<file path="src/rtl/pulse_bank.sv">
// pulse_bank: a bank of NES-style rectangle channels sharing one register-write
// port. Each channel owns its register file, period timer, duty sequencer,
// envelope, sweep and length counter. Per-channel volumes are registered and
// their sum is registered once more for the DAC path.
module pulse_bank #(
  parameter int NUM_CH  = 2,
  parameter int TIMER_W = 11,
  parameter int VOL_W   = 4
) (
  input  logic                      clk,
  input  logic                      rst_n,
  input  logic                      enable_240hz,
  input  logic                      enable_120hz,
  input  logic                      reg_wr,
  input  logic [2:0]                reg_ch,
  input  logic [1:0]                reg_addr,
  input  logic [7:0]                reg_data,
  output logic [NUM_CH*VOL_W-1:0]   pulse_out,
  output logic [VOL_W+2:0]          mix_out,
  output logic [NUM_CH-1:0]         active
);

  // Length-counter load values indexed by the 5-bit field of reg 3.
  function automatic logic [7:0] len_lut(input logic [4:0] idx);
    logic [7:0] v;
    case (idx)
      5'd0:  v = 8'd10;  5'd1:  v = 8'd254; 5'd2:  v = 8'd20;  5'd3:  v = 8'd2;
      5'd4:  v = 8'd40;  5'd5:  v = 8'd4;   5'd6:  v = 8'd80;  5'd7:  v = 8'd6;
      5'd8:  v = 8'd160; 5'd9:  v = 8'd8;   5'd10: v = 8'd60;  5'd11: v = 8'd10;
      5'd12: v = 8'd14;  5'd13: v = 8'd12;  5'd14: v = 8'd26;  5'd15: v = 8'd14;
      5'd16: v = 8'd12;  5'd17: v = 8'd16;  5'd18: v = 8'd24;  5'd19: v = 8'd18;
      5'd20: v = 8'd48;  5'd21: v = 8'd20;  5'd22: v = 8'd96;  5'd23: v = 8'd22;
      5'd24: v = 8'd192; 5'd25: v = 8'd24;  5'd26: v = 8'd72;  5'd27: v = 8'd26;
      5'd28: v = 8'd16;  5'd29: v = 8'd28;  5'd30: v = 8'd32;  default: v = 8'd30;
    endcase
    return v;
  endfunction

  genvar gi;
  generate
    for (gi = 0; gi < NUM_CH; gi++) begin : g_ch
      // Channel 0 negates with ones' complement (one extra subtracted).
      localparam bit ONES_NEG = (gi == 0);

      logic [1:0]         duty_q, duty_d;
      logic               halt_q, halt_d, const_q, const_d;
      logic [3:0]         vol_q, vol_d;
      logic               sw_en_q, sw_en_d, neg_q, neg_d, sw_reload_q, sw_reload_d;
      logic [2:0]         sw_p_q, sw_p_d, shift_q, shift_d, sw_div_q, sw_div_d;
      logic [TIMER_W-1:0] period_q, period_d, timer_q, timer_d;
      logic [2:0]         step_q, step_d;
      logic [7:0]         len_q, len_d;
      logic               env_start_q, env_start_d;
      logic [3:0]         decay_q, decay_d, env_div_q, env_div_d;
      logic [VOL_W-1:0]   pulse_q, pulse_d;
      logic [TIMER_W:0]   delta, target;
      logic               mute, wr_sel;
      logic [3:0]         volume;
      logic [7:0]         pattern;

      assign wr_sel = reg_wr && (reg_ch == 3'(gi));

      // Sweep target in one extra bit so an add overflow is visible as a mute.
      always_comb begin
        delta = {1'b0, period_q} >> shift_q;
        if (!neg_q)        target = {1'b0, period_q} + delta;
        else if (ONES_NEG) target = {1'b0, period_q} - delta - (TIMER_W+1)'(1);
        else               target = {1'b0, period_q} - delta;
        mute = (len_q == '0) || (period_q < TIMER_W'(8)) || (!neg_q && target[TIMER_W]);
      end

      // Next-state for timer, envelope, sweep, length; register writes win last.
      always_comb begin
        duty_d = duty_q; halt_d = halt_q; const_d = const_q; vol_d = vol_q;
        sw_en_d = sw_en_q; sw_p_d = sw_p_q; neg_d = neg_q; shift_d = shift_q;
        sw_reload_d = sw_reload_q; sw_div_d = sw_div_q;
        period_d = period_q; timer_d = timer_q; step_d = step_q; len_d = len_q;
        env_start_d = env_start_q; decay_d = decay_q; env_div_d = env_div_q;

        if (timer_q == '0) begin
          timer_d = period_q;
          step_d  = step_q + 3'd1;
        end else begin
          timer_d = timer_q - TIMER_W'(1);
        end

        if (enable_240hz) begin
          if (env_start_q) begin
            env_start_d = 1'b0;
            decay_d     = 4'd15;
            env_div_d   = vol_q;
          end else if (env_div_q == 4'd0) begin
            env_div_d = vol_q;
            if (decay_q != 4'd0) decay_d = decay_q - 4'd1;
            else if (halt_q)     decay_d = 4'd15;
          end else begin
            env_div_d = env_div_q - 4'd1;
          end
        end

        if (enable_120hz) begin
          if (sw_div_q == 3'd0 && sw_en_q && shift_q != 3'd0 && !mute)
            period_d = target[TIMER_W-1:0];
          if (sw_div_q == 3'd0 || sw_reload_q) begin
            sw_div_d    = sw_p_q;
            sw_reload_d = 1'b0;
          end else begin
            sw_div_d = sw_div_q - 3'd1;
          end
          if (!halt_q && len_q != 8'd0) len_d = len_q - 8'd1;
        end

        if (wr_sel) begin
          case (reg_addr)
            2'd0: {duty_d, halt_d, const_d, vol_d} = reg_data;
            2'd1: begin
              {sw_en_d, sw_p_d, neg_d, shift_d} = reg_data;
              sw_reload_d = 1'b1;
            end
            2'd2: period_d = {period_q[TIMER_W-1:8], reg_data};
            default: begin
              period_d    = {reg_data[2:0], period_q[7:0]};
              len_d       = len_lut(reg_data[7:3]);
              env_start_d = 1'b1;
              step_d      = 3'd0;
            end
          endcase
        end
      end

      // Output volume from the current duty step; bit s of pattern is step s.
      always_comb begin
        case (duty_q)
          2'd0:    pattern = 8'b0000_0010;
          2'd1:    pattern = 8'b0000_0110;
          2'd2:    pattern = 8'b0001_1110;
          default: pattern = 8'b1111_1001;
        endcase
        volume  = const_q ? vol_q : decay_q;
        pulse_d = (pattern[step_q] && !mute) ? VOL_W'(volume) : '0;
      end

      // Channel state registers.
      always_ff @(posedge clk or negedge rst_n) begin
        if (!rst_n) begin
          duty_q <= '0; halt_q <= 1'b0; const_q <= 1'b0; vol_q <= '0;
          sw_en_q <= 1'b0; sw_p_q <= '0; neg_q <= 1'b0; shift_q <= '0;
          sw_reload_q <= 1'b0; sw_div_q <= '0;
          period_q <= '0; timer_q <= '0; step_q <= '0; len_q <= '0;
          env_start_q <= 1'b0; decay_q <= '0; env_div_q <= '0; pulse_q <= '0;
        end else begin
          duty_q <= duty_d; halt_q <= halt_d; const_q <= const_d; vol_q <= vol_d;
          sw_en_q <= sw_en_d; sw_p_q <= sw_p_d; neg_q <= neg_d; shift_q <= shift_d;
          sw_reload_q <= sw_reload_d; sw_div_q <= sw_div_d;
          period_q <= period_d; timer_q <= timer_d; step_q <= step_d; len_q <= len_d;
          env_start_q <= env_start_d; decay_q <= decay_d; env_div_q <= env_div_d;
          pulse_q <= pulse_d;
        end
      end

      assign pulse_out[gi*VOL_W +: VOL_W] = pulse_q;
      assign active[gi] = (len_q != 8'd0);
    end
  endgenerate

  logic [VOL_W+2:0] mix_d, mix_q;

  // Sum of the registered channel volumes.
  always_comb begin
    mix_d = '0;
    for (int k = 0; k < NUM_CH; k++)
      mix_d = mix_d + (VOL_W+3)'(pulse_out[k*VOL_W +: VOL_W]);
  end

  // Mix register feeding the DAC path.
  always_ff @(posedge clk or negedge rst_n) begin
    if (!rst_n) mix_q <= '0;
    else        mix_q <= mix_d;
  end

  assign mix_out = mix_q;

endmodule

</file>
<file path="config.mk">
export PLATFORM = sky130hd
export DESIGN_NAME = pulse_bank
export DESIGN_NICKNAME = d
export VERILOG_FILES = /design/src/rtl/pulse_bank.sv
export SDC_FILE = /design/constraint.sdc
export NUM_CORES = 1
export LEC_CHECK = 0
export CAP_MARGIN = 20
export CORE_MARGIN = 2
export CORE_UTILIZATION = 30
export CTS_CLUSTER_DIAMETER = 40
export DETAILED_ROUTE_END_ITERATION = 6
export SYNTH_ARGS = -nofsm -noshare
export SYNTH_HDL_FRONTEND = slang
export SYNTH_SLANG_ARGS = --single-unit
</file>
<file path="constraint.sdc">
create_clock -name clk -period 4.29 [get_ports clk]
set_input_delay 0.429 -clock clk [delete_from_list [all_inputs] [get_ports clk]]
set_output_delay 0.429 -clock clk [all_outputs]
set_load 0.01 [all_outputs]
</file>
==> metrics.md <==
| Metric | Value |
|---|---|
| Number of distinct library cells after synthesis | 61 |
| IO Pins | 35 |
| Final WL | 23290 um |
| Mapped Avg Cell Area | 8.622 um^2 |
| Critical path arrival | 4.31 ns |
| Vias per Instance | 5.062 |
| Vias in the first global route | 7339 |
| Full die area | 32380 um^2 |
| Largest net degree at the start of global routing | 90 |
| R2R depth | 16 |
| Worst endpoint required time | 4.62 ns |
| Switch Pwr | 3410 uW |
| F_max | 251.6 MHz |
| Status | finished clean |
| Setup Viol. Count Final | 0 |
| Fin. Hold Viols | 0 |
| Pins Over Slew Limit | 0 |
| WHS | 0.08007 ns |
| Worst R2R Start | g_ch[1].shift_q[0] |
| Slew HR | 42.17% |
| Post-Synth Simple-Gate Area | 17.99% |
| Postcts setup bufs | 0 |
| Mux contribution to synthesized area | 6.481% |
| Clk sinks | 137 |
| DRC errors left | 0 |
| Clk buf depth | 2 |
| Largest family of logic cells by synthesized area | compound AO/OA/AOI/OAI gates |
| Critical path's top delay family | compound AO/OA/AOI/OAI gates |
| GP Congestion | 0.8953 |
| Dpl hpwl | 17080 um |
| TritonCTS clock tree | yes |
| Power Total | 8019 uW |
| # diodes | 0 |
| Area Overhead vs Synth | 15.33% |
| CTS root buffer | clkbuf_16 |
| Rows | 64 |
| Worst setup SP type | flop |
| Met1 usage | 19.92% |
| Sequential Power Share | 28.7% |
| CTS buffer count | 17 |
| Stages on worst setup path | 16 |
| Critical path origin | g_ch[1].shift_q[0] |
| Post-route clock period utilization | 92.65% |
| Pwr per Cell Area | 748.7 nW/um^2 |
| H-tree depth | 4 |
| EDFF count, synth | 0 |
| Worst R2R End | g_ch[1].period_q[3] |
| Total negative slack | 0 ns |
| Synth Instances | 1077 |
| Post-synthesis compound-gate area fraction | 18.03% |
| Adder-cell share of the synthesized area | 9.351% |
| Grt peak-use layer | met2 |
| Drt initial violations | 543 |
| Final min period | 3.975 ns |
| Chip width | 179.9 um |
| Seq/Total Area, Yosys | 36.92% |
| Synth Area in XOR/XNOR | 5.753% |
| Syn. warnings | 0 |
| Int Pwr | 4609 uW |
| Worst Skew | 0.009913 ns |
| R2r setup slk | 0.32 ns |
| Avg WL per Cell | 15.41 um |
| Grt ovf | 0 |
| Nets | 1187 |
| Max-cap violations | 0 |
| Drt pass-1 iters | 6 |
| Setup CP Type | reg2reg |
| CP endpoint kind | flop |
| Worst slew pin tran | 0.8647 ns |
| Crit path cell chain | buf_4, mux2_2, a2111oi_2, o2111a_1, nor2_1, xor2_1, ha_1, o21a_1, o2111a_1, o41ai_2, a21oi_1, xor2_1, o2111ai_2, buf_4, a211o_1, o211ai_1 |
| WP buf/inv | 2 |
| Crit path max-delay cell type | dfrtp_2 |
| CP max stage delay | 0.44 ns |
| Synth Cell Area | 9286 um^2 |
| Die extent in y | 179.9 um |
| Layout cells sized above 1 | 7.892% |
| Via count | 7648 |
| CTS Hold Bufs | 0 |
| Logic pwr share | 52.1% |
| GRT Total Usage | 14.45% |
| Clock power share | 19.2% |
| Core Footprint | 30510 um^2 |
| HP Class | in2async |
| Critical path endpoint | g_ch[1].period_q[3] |
| Initial antenna violation count | 0 |
| CP Max Fanout | 20 |
| Port bufs | 32 |
| RSZ-0062 raised after global routing | false |
| Maximum vdd drop | 0.3359 mV |
| Main synth FF type | dfrtp_1 |
| First-pass GRT wire length | 38270 um |
| Initial Util | 30.44% |
| GR Layer Usage met3 | 2.127% |
| Leakage power | 0.004702 uW |
| FF+latch count, synth | 137 |
| FFs w/ async S/R, synth | 100.0% |
| Skew-Pair Late Insertion Delay | 0.43 ns |
| GR Layer Usage met2 | 23.71% |
| Clock-pin slew on the worst setup and hold paths | 0.06 ns |
| Antenna violation net count after detailed routing | 0 |
| Sw frac | 42.52% |
==> area by class of cell <==
class	count	area, um^2
repair buffers	56	501.7
flip-flops and latches	137	3431
clock buffers	17	425.4
inverters	77	289.0
well taps	396	495.5
fillers	3144	19800
clock inverters	15	191.4
multi-input cells	813	5376
==> sequential cells by signal, summed over array words and instances, names as in the netlist <==
name,cells
g_ch.sw_p_q,6
g_ch.step_q,6
g_ch.sw_div_q,6
g_ch.sw_reload_q,2
mix_out,5
g_ch.duty_q,4
g_ch.timer_q,22
g_ch.period_q,22
g_ch.const_q,2
g_ch.decay_q,8
g_ch.env_div_q,8
g_ch.vol_q,8
g_ch.shift_q,6
g_ch.halt_q,2
g_ch.pulse_q,8
g_ch.sw_en_q,2
g_ch.len_q,16
g_ch.env_start_q,2
g_ch.neg_q,2
==> through the flow <==
| step | utilization [%] | std cells | worst slack, ns | instance area, um^2 |
|---|---|---|---|---|
| 2_1_floorplan | - | 1078 | 0.6369 | 9290 |
| 3_3_place_gp | 33.01 | 1479 | 0.2949 | 10070 |
| 3_5_place_dp | 33.01 | 1479 | 0.1903 | 10070 |
| 4_1_cts | 35.03 | 1511 | 0.1653 | 10690 |
| 5_1_grt | 35.11 | 1511 | 0.02080 | 10710 |
| 6_report | 35.11 | 1511 | 0.3155 | 10710 |
==> routing by layer <==
layer  wire length, um  vias up  share of wire (%)
met5                 0        -                  0
met4               263        0                1.1
met3               804       22                3.5
met2             10910      117                 47
met1             11310     3684                 49
li1                  -     3825                  -
==> worst min-delay path by stage <==
stage                                endpoint  depth (start not counted)                 from
after floorplan               g_ch[0].const_q                          0                rst_n
after global placement    g_ch[1].timer_q[10]                          1  g_ch[1].timer_q[10]
after detailed placement  g_ch[1].timer_q[10]                          1  g_ch[1].timer_q[10]
after CTS                  g_ch[1].timer_q[1]                          1                rst_n
after global routing       g_ch[1].timer_q[3]                          1                rst_n
final                      g_ch[1].timer_q[1]                          1                rst_n
==> power by group through the flow <==
| stage | Clock (uW) | Sequential [uW] | Combinational, uW |
|---|---|---|---|
| 6_report | 1540 | 2300 | 4180 |
| 5_1_grt | 1620 | 2380 | 4750 |
| 4_1_cts | 1570 | 2300 | 4160 |
| 3_5_place_dp | 0 | 2320 | 4110 |
| 3_3_place_gp | 0 | 2310 | 4060 |
| 2_1_floorplan | 0 | 2140 | 3220 |
==> logic make-up (layout without fill, tap and decap cells) <==
family          after synthesis  count (layout)
fa+ha+maj                    67              67
mux                          48              48
other cells                   1               2
flops                       137             137
xor+xnor                     61              61
buf+inv                     128             165
simple gates                361             361
compound gates              274             274
==> cell usage in the layout (no fill, tap or decap), types with 4 or more instances in the layout <==
cell type and count:
a211oi_1 4, a21o_1 8, a21oi_1 72, a222oi_1 7, a22oi_1 4, a31oi_1 17, and3_1 7, buf_4 24
clkbuf_16 17, clkdlybuf4s50_1 31, clkinv_4 4, dfrtp_1 135, fa_1 4, ha_1 63, inv_1 75, mux2_2 7
mux2i_1 31, mux4_2 9, nand2_1 100, nand2b_1 13, nand3_1 26, nand3b_1 8, nor2_1 114, nor2b_1 14
nor3_1 40, nor3b_1 4, nor4_1 11, o211ai_1 7, o21a_1 8, o21ai_0 99, o21bai_1 6, o221ai_1 4
o22ai_1 9, o31ai_1 6, or2_2 6, or3_1 8, xnor2_1 26, xor2_1 35
==> repair_timing <==
| action | CTS | global route |
|---|---|---|
| endpoints found under the setup margin | 0 | 12 |
| resized for setup | 0 | 5 |
| hold endpoints to repair | 0 | 0 |
==> cells in the mapped netlist, types with 3 or more instances <==
| master | number | area (um^2) |
|---|---|---|
| mux2_2 | 7 | 78.83 |
| inv_1 | 75 | 281.5 |
| o2111a_1 | 3 | 33.78 |
| buf_1 | 4 | 15.01 |
| o22ai_1 | 9 | 56.30 |
| a21o_1 | 8 | 60.06 |
| a222oi_1 | 7 | 70.07 |
| nor2b_1 | 14 | 87.58 |
| o211ai_1 | 7 | 52.55 |
| nor4_1 | 11 | 68.82 |
| fa_1 | 4 | 80.08 |
| nor2_1 | 114 | 427.9 |
| a31oi_1 | 17 | 106.4 |
| mux2i_1 | 32 | 320.3 |
| ha_1 | 63 | 788.3 |
| o221ai_1 | 4 | 35.03 |
| o21bai_1 | 6 | 45.04 |
| nor3b_1 | 4 | 30.03 |
| buf_2 | 5 | 25.02 |
| a211oi_1 | 4 | 30.03 |
| mux4_2 | 9 | 202.7 |
| nor3_1 | 40 | 200.2 |
| or3_1 | 8 | 50.05 |
| a22oi_1 | 4 | 30.03 |
| xor2_1 | 35 | 306.5 |
| nand3b_1 | 8 | 60.06 |
| and3_1 | 7 | 43.79 |
| o21ai_0 | 99 | 495.5 |
| or2_2 | 6 | 37.54 |
| dfrtp_1 | 137 | 3428 |
| or4_1 | 3 | 22.52 |
| o21a_1 | 8 | 60.06 |
| buf_4 | 3 | 22.52 |
| a21oi_1 | 72 | 360.4 |
| clkbuf_1 | 38 | 142.6 |
| xnor2_1 | 26 | 227.7 |
| nand2_1 | 100 | 375.4 |
| nand2b_1 | 13 | 81.33 |
| o31ai_1 | 6 | 45.04 |
| o41ai_1 | 3 | 26.28 |
| nand3_1 | 26 | 130.1 |
(Power assumes the default switching activity.)
